File: config.mk
export PLATFORM = sky130hd
export DESIGN_NAME = instr_fetch
export DESIGN_NICKNAME = d
export VERILOG_FILES = /design/src/rtl/instr_fetch_pkg.sv /design/src/rtl/instr_fetch.sv
export SDC_FILE = /design/constraint.sdc
export NUM_CORES = 1
export LEC_CHECK = 0
export ABC_CLOCK_PERIOD_IN_PS = 4400
export BUFFER_PORTS_ARGS = -buffer_cell sky130_fd_sc_hd__buf_4
export CAP_MARGIN = 10
export CORE_MARGIN = 1.5
export CORE_UTILIZATION = 35
export CTS_BUF_LIST = sky130_fd_sc_hd__clkbuf_16
export CTS_CLUSTER_DIAMETER = 40
export DETAILED_ROUTE_END_ITERATION = 16
export GPL_ROUTABILITY_DRIVEN = 0
export MAX_ROUTING_LAYER = met4
export SETUP_SLACK_MARGIN = 0.3
export SYNTH_ARGS = -nofsm -noshare
export SYNTH_HDL_FRONTEND = slang
export SYNTH_SLANG_ARGS = --single-unit
File: constraint.sdc
create_clock -name clk -period 4.4 [get_ports clk]
set_input_delay 0 -clock clk [delete_from_list [all_inputs] [get_ports clk]]
set_output_delay 0 -clock clk [all_outputs]
set_load 0.02 [all_outputs]
File: src/rtl/instr_fetch_pkg.sv
// Shared definitions for the instruction fetch sequencer: state encoding,
// instruction size and PC alignment helper.
package instr_fetch_pkg;

  typedef enum logic [1:0] {
    ST_IDLE  = 2'd0,
    ST_REQ   = 2'd1,
    ST_VALID = 2'd2
  } fetch_state_t;

  localparam logic [31:0] INSTR_BYTES = 32'd4;
  localparam logic [31:0] ALIGN_MASK  = 32'hFFFF_FFFC;

  function automatic logic [31:0] align_pc(input logic [31:0] addr);
    return addr & ALIGN_MASK;
  endfunction

endpackage

File: src/rtl/instr_fetch.sv
// Fetch sequencer: steers the PC register, issues one memory read per PC and
// hands fetched words downstream, applying branch redirects at any point.
module instr_fetch
  import instr_fetch_pkg::*;
#(
  parameter logic [31:0] RESET_PC = 32'h0000_0000
) (
  input  logic        clk,
  input  logic        rst,
  input  logic [31:0] pc_in,
  output logic [31:0] next_pc,
  output logic        mem_req,
  output logic [31:0] mem_addr,
  input  logic        mem_ack,
  input  logic [31:0] mem_rdata,
  output logic [31:0] instr,
  output logic [31:0] instr_pc,
  output logic        instr_valid,
  input  logic        instr_ready,
  input  logic        branch_taken,
  input  logic [31:0] branch_target,
  output logic        addr_err
);

  fetch_state_t state;
  logic         pend;
  logic [31:0]  pend_target;
  logic [31:0]  br_target;
  logic [31:0]  redirect_target;
  logic         redirect;

  assign br_target       = align_pc(branch_target);
  // A branch in the same cycle as the ack is newer than any pending one.
  assign redirect_target = branch_taken ? br_target : pend_target;
  assign redirect        = pend || branch_taken;

  assign mem_req     = (state == ST_REQ);
  assign instr_valid = (state == ST_VALID);
  assign mem_addr    = pc_in;

  always_comb begin
    next_pc = pc_in;
    if (rst) begin
      next_pc = RESET_PC;
    end else begin
      case (state)
        ST_REQ: begin
          if (mem_ack) next_pc = redirect ? redirect_target : pc_in + INSTR_BYTES;
        end
        ST_VALID: begin
          if (branch_taken) next_pc = br_target;
        end
        default: next_pc = pc_in;
      endcase
    end
  end

  always_ff @(posedge clk) begin
    if (rst) begin
      state    <= ST_IDLE;
      pend     <= 1'b0;
      instr    <= '0;
      instr_pc <= '0;
      addr_err <= 1'b0;
    end else begin
      addr_err <= branch_taken && (branch_target[1:0] != 2'b00);
      case (state)
        ST_IDLE: begin
          state <= ST_REQ;
          if (branch_taken) begin
            pend        <= 1'b1;
            pend_target <= br_target;
          end
        end
        ST_REQ: begin
          if (mem_ack) begin
            // Redirected reads are dropped; the new request issues from REQ.
            pend <= 1'b0;
            if (!redirect) begin
              instr    <= mem_rdata;
              instr_pc <= pc_in;
              state    <= ST_VALID;
            end
          end else if (branch_taken) begin
            pend        <= 1'b1;
            pend_target <= br_target;
          end
        end
        ST_VALID: begin
          if (branch_taken || instr_ready) state <= ST_REQ;
        end
        default: state <= ST_IDLE;
      endcase
    end
  end

endmodule

Word level (Yosys, flattened, before mapping)
Cells that the tools add are included.
{"block": "classes", "add_sub_neg": 1, "muxes": 15, "n_eq_ne": 6, "bitwise": 2, "n_reduce_logical": 9}
{"operator": "2-to-1 mux 32 bit", "n": 6}
{"operator": "one-hot mux 32 bit (2 select lines)", "n": 2}
{"operator": "adder 32 x 3 -> 32 bit (second input constant)", "n": 1}
{"operator": "AND reduction 3 bit", "n": 3}
{"operator": "2-to-1 mux 2 bit", "n": 3}
{"operator": "one-hot mux 2 bit (3 select lines)", "n": 1}
{"operator": "!= test 2 x 1 -> 1 bit (second input constant)", "n": 2}
{"operator": "!= test 2 bit (second input constant)", "n": 2}
{"operator": "nonzero test 2 bit", "n": 2}
{"operator": "equality test 2 x 1 -> 1 bit (second input constant)", "n": 1}
{"operator": "equality test 2 bit (second input constant)", "n": 1}
{"operator": "zero test 2 bit", "n": 1}
{"operator": "logical OR 1 bit", "n": 2}
{"operator": "2-to-1 mux 1 bit", "n": 2}
{"operator": "inverter 1 bit", "n": 2}
{"operator": "one-hot mux 1 bit (2 select lines)", "n": 1}
{"operator": "logical AND 1 bit", "n": 1}
{"block": "totals", "output_inout_bits": 131, "input_bits": 101, "word_cells": 39, "regBits": 100}

Longest topological paths before layout
{"block": "depth", "word_depth": 5, "depth_mapped": 9, "mapped_depth_nobuf": 7}

Least setup slack after synthesis
Ideal clock, no wire load.
{"block": "synth_path", "kind": "flip-flop to flip-flop", "start": "register state[1]", "end": "register pend_target[0] (enable)", "setup_ns": 0.461, "t_required_ns": 3.939, "arrival_ns": 3.495, "slack_ns": 0.444, "synth_period_minus_slack_ns": 3.956, "path_stages_with_launch": 7, "n_path_buf": 2, "path_cell_list": "dfxtp_1 > inv_1 > ha_1 > buf_2 > and2_1 > clkbuf_1 > nor3_1"}
{"block": "synth_via", "elab_chain_cells": 3, "word_cells_on_any_way": 5, "classes_between": "eq/ne (2); reduce/logical (3)"}
{"element": "start, declared", "line_no": "instr_fetch.sv:25", "source": "fetch_state_t state;"}
{"element": "start signal, assigned", "line_no": "instr_fetch.sv:60", "source": "state <= ST_IDLE;"}
{"element": "start signal, assigned", "line_no": "instr_fetch.sv:69", "source": "state <= ST_REQ;"}
{"element": "start signal, assigned", "line_no": "instr_fetch.sv:82", "source": "state <= ST_VALID;"}
{"element": "equality test 2 x 1 -> 1 bit *"}
{"element": "named net mem_req", "line_no": "instr_fetch.sv:12", "source": "output logic mem_req,"}
{"element": "!= test 2 bit (no source line) or nonzero test 2 bit (tied branches)"}
{"element": "AND reduction 3 bit (no source line) *"}
{"element": "end signal, assigned", "line_no": "instr_fetch.sv:72", "source": "pend_target <= br_target;"}
{"element": "end signal, assigned", "line_no": "instr_fetch.sv:86", "source": "pend_target <= br_target;"}
{"element": "end, declared", "line_no": "instr_fetch.sv:27", "source": "logic [31:0] pend_target;"}
The timed path passes the listed nets; every way through them passes the cells marked *.
A chain may end at the register's enable or synchronous reset.

Final worst setup path
{"block": "layout_path", "start": "register state[0]", "end": "output port next_pc[20]"}
{"block": "layout_via", "elab_chain_cells": 3, "word_cells_on_any_way": 4, "classes_between": "eq/ne (2); mux (2)"}
{"element": "equality test 2 bit or equality test 2 x 1 -> 1 bit (tied branches)", "line_no": "instr_fetch.sv:46", "source": "case (state)"}
{"element": "one-hot mux 32 bit (2 select lines) *", "line_no": "instr_fetch.sv:46"}
{"element": "2-to-1 mux 32 bit *", "line_no": "instr_fetch.sv:43", "source": "if (rst) begin"}
{"element": "end, declared", "line_no": "instr_fetch.sv:11", "source": "output logic [31:0] next_pc,"}
Every way passes the cells marked *; elsewhere a longest branch is shown, timed or not.

==> results by group <==
Synth
  • Sequential share of the synthesized area: 39.48%
  • Post-synth EDFFs: 32
  • Synth Instances: 749
  • Ys Warns: 0
  • Post-Syn Nets: 855
  • Leading area contributor after synthesis: dfxtp_1
  • Number of distinct library cells after synthesis: 61
  • Async S/R FF share, synth: 0%
  • Avg Inst Size Synth: 7.853 sq um
  • Share of the synthesized area in the top cell type: 23.14%
  • Synth area leaders: dfxtp_1 (23%), edfxtp_1 (16%), nand2_1 (11%)
  • Mapped cell area: 5882 sq um
  • Top FF cell, synth: dfxtp_1
  • Synth Register Bits: 100

Drt
  • Wire per inst: 17.91 um
  • DRT iter0 DRCs: 520
  • Vias: 6668
  • Routed Antenna Nets: 0
  • Drt drc: 0
  • Vias per inst: 5.390
  • TritonRoute pass-1 iters: 5
  • Final WL: 22.16 mm

Global routing
  • Largest net degree at the start of global routing: 83
  • Initial antenna violation count: 0
  • First-pass GRT wire length: 34.22 mm
  • Total track usage: 25.39%
  • Vias in the first global route: 6328
  • GRT overflow: 0

Clock network
  • Num Clock Sinks: 100
  • Worst skew pair latency: 0.36 ns
  • Root buffer cell: clkbuf_16
  • Maximum root-to-sink buffer count: 2
  • Clk pin slew, worst setup/hold paths: 0.08 ns
  • Num CTS Buffers: 9
  • H-tree Lvls: 3
  • Setup repair bufs after CTS: 0
  • TritonCTS clock tree: built

Status
  • Status: finished clean

STA
  • Clk_skew: 0.008960 ns
  • Fin crit share: 78.81%
  • Final setup fails: 0
  • Hold WS: 0.04602 ns
  • Worst setup margin: 0.9325 ns
  • RSZ-0062 raised after global routing: false
  • Clock period minus worst slack: 3.468 ns
  • Final setup TNS: 0 ns
  • Hold Vio Cnt, Final: 0
  • Final Slew Violations: 0
  • Tightest Pin Transition: 0.9492 ns
  • Slew HR: 36.72%
  • Fmax: 288.4 MHz

Cells and area
  • Share of cells above drive strength 1: 27.93%
  • Final Core Density: 53.28%
  • Area growth from synthesis to layout: 49.69%
  • Nets: 1118
  • # diodes: 0

Critical path
  • Critical path class: reg -> out
  • Critical Path AT: 3.47 ns
  • Reg2Reg Setup Slack: 1.74 ns
  • Crit-path max FO: 21
  • WP data required: 4.40 ns
  • Startpoint Class: flop
  • Worst setup EP type: output port
  • FF-to-FF Start: pend
  • CP startpoint: state[0]

Power and ir drop
  • Power per cell area: 309.9 nW/um^2
  • Peak supply drop: 171.5 uV
  • Leak Pwr: 3.575 nW

Die
  • Die height: 132.6 um
  • Initial cell density of the core: 35.59%
  • Core area: 16520 sq um
  • Die Area: 17590 sq um
  • Chip width: 132.6 um
  • Row cnt: 47
  • IO Count: 232

Place
  • Dpl ws: 1.381 ns
  • PortBufs: 231
  • Hpwl dp: 14.70 mm

Min path
  • Hold Crit Start: branch_target[7]
  • Hold Crit Class: in -> reg

Job
  • Max-Cap Viols: 0
==> cells by family (layout without fill, tap and decap cells) <==
group,Yosys count,after routing,synth area share (%)
xor+xnor,2,2,0.2979
mux,21,21,3.935
compound gates,212,212,22.40
buf+inv,108,376,9.126
fa+ha+maj,5,5,1.064
flops,100,100,39.48
simple gates,301,301,23.70
==> what timing repair did <==
| item | CTS | global route |
|---|---|---|
| hold buffers | 98 | 0 |
| endpoints found under the setup margin | 0 | 0 |
| endpoints found under the hold margin | 96 | 0 |
| gates resized for setup | 0 | 0 |
==> layout make-up <==
cell class,count,area (sq um)
clock inverters,6,50.05
clock buffers,10,250.2
inverters,21,78.83
repair buffers,339,2790
flip-flops and latches,100,2322
fillers,1556,7720
well taps,220,275.3
multi-input cells,541,3038
==> layout by cell type, fill, tap and decap left out, types with 11 or more instances in the layout <==
| master | n |
|---|---|
| inv_1 | 21 |
| edfxtp_1 | 32 |
| a21oi_1 | 92 |
| nand3_1 | 13 |
| a22oi_1 | 23 |
| o22ai_1 | 18 |
| nand2_1 | 167 |
| dfxtp_1 | 68 |
| mux2_2 | 17 |
| nor3_1 | 16 |
| dlygate4sd3_1 | 98 |
| nand4_1 | 11 |
| o21ai_0 | 25 |
| nor2_1 | 40 |
| buf_4 | 241 |
==> metrics by stage <==
stage / cells / instance area, sq um / total power [mW]
global route: 1237 / 8805 / 2.855
global placement: 1123 / 7523 / 1.839
finish: 1237 / 8805 / 2.729
floorplan: 749 / 5882 / 1.530
detailed placement: 1123 / 7523 / 1.848
CTS: 1237 / 8805 / 2.746
==> metal layers <==
layer,part of all wire [%],GRT usage (%)
met1,43,32.47
met2,48,41.88
met3,8.1,4.368
met4,1.4,6.166
met5,0,-
==> path summary, 6_finish.rpt <==
kind,cells past startpoint,endpoint
setup reg to reg,5,instr_pc[3]
hold / removal,2,pend_target[7]
setup / recovery,8,next_pc[20]
hold reg to reg,2,instr[23]
==> report_power, final <==
| group | switching [mW] | internal [mW] |
|---|---|---|
| registers | 0.0388 | 1.03 |
| logic | 0.487 | 0.350 |
| clock network | 0.394 | 0.428 |
==> worst max-delay path, cell delays in order (launching register included) <==
cell and delay, ns:
dfxtp_1 0.39, inv_1 0.09, ha_1 0.77, inv_1 0.12, or3_1 0.76, or3_1 0.50, o211ai_1 0.10, a221oi_1 0.14
buf_4 0.23
==> registers in the layout (all words and copies together) (netlist names) <==
register and cells:
pend 1, addr_err 1, state 2, instr_pc 32, instr 32, pend_target 32
==> cells in the mapped netlist (2+ instances only) <==
| cell | count |
|---|---|
| buf_4 | 32 |
| a31oi_1 | 4 |
| nand4_1 | 11 |
| a22o_1 | 4 |
| o221ai_1 | 4 |
| edfxtp_1 | 32 |
| or2_2 | 2 |
| nor4_1 | 5 |
| o31ai_1 | 9 |
| o21a_1 | 2 |
| a222oi_1 | 3 |
| mux2i_1 | 4 |
| dfxtp_1 | 68 |
| or4_1 | 2 |
| nor4b_1 | 2 |
| o211a_1 | 2 |
| nand2b_1 | 8 |
| ha_1 | 5 |
| and2_1 | 2 |
| mux2_2 | 17 |
| nor3_1 | 17 |
| and4_1 | 5 |
| xor2_1 | 2 |
| o211ai_1 | 2 |
| a211oi_1 | 5 |
| nor2b_1 | 5 |
| inv_1 | 21 |
| a21oi_1 | 92 |
| a221oi_1 | 3 |
| o22ai_1 | 18 |
| or3_1 | 4 |
| nand2_1 | 168 |
| a22oi_1 | 23 |
| o21ai_0 | 25 |
| nand3_1 | 13 |
| and3_1 | 7 |
| a311oi_1 | 5 |
| clkbuf_1 | 45 |
| buf_2 | 9 |
| nor2_1 | 41 |
No activity file was read; power rests on OpenSTA's default activity.
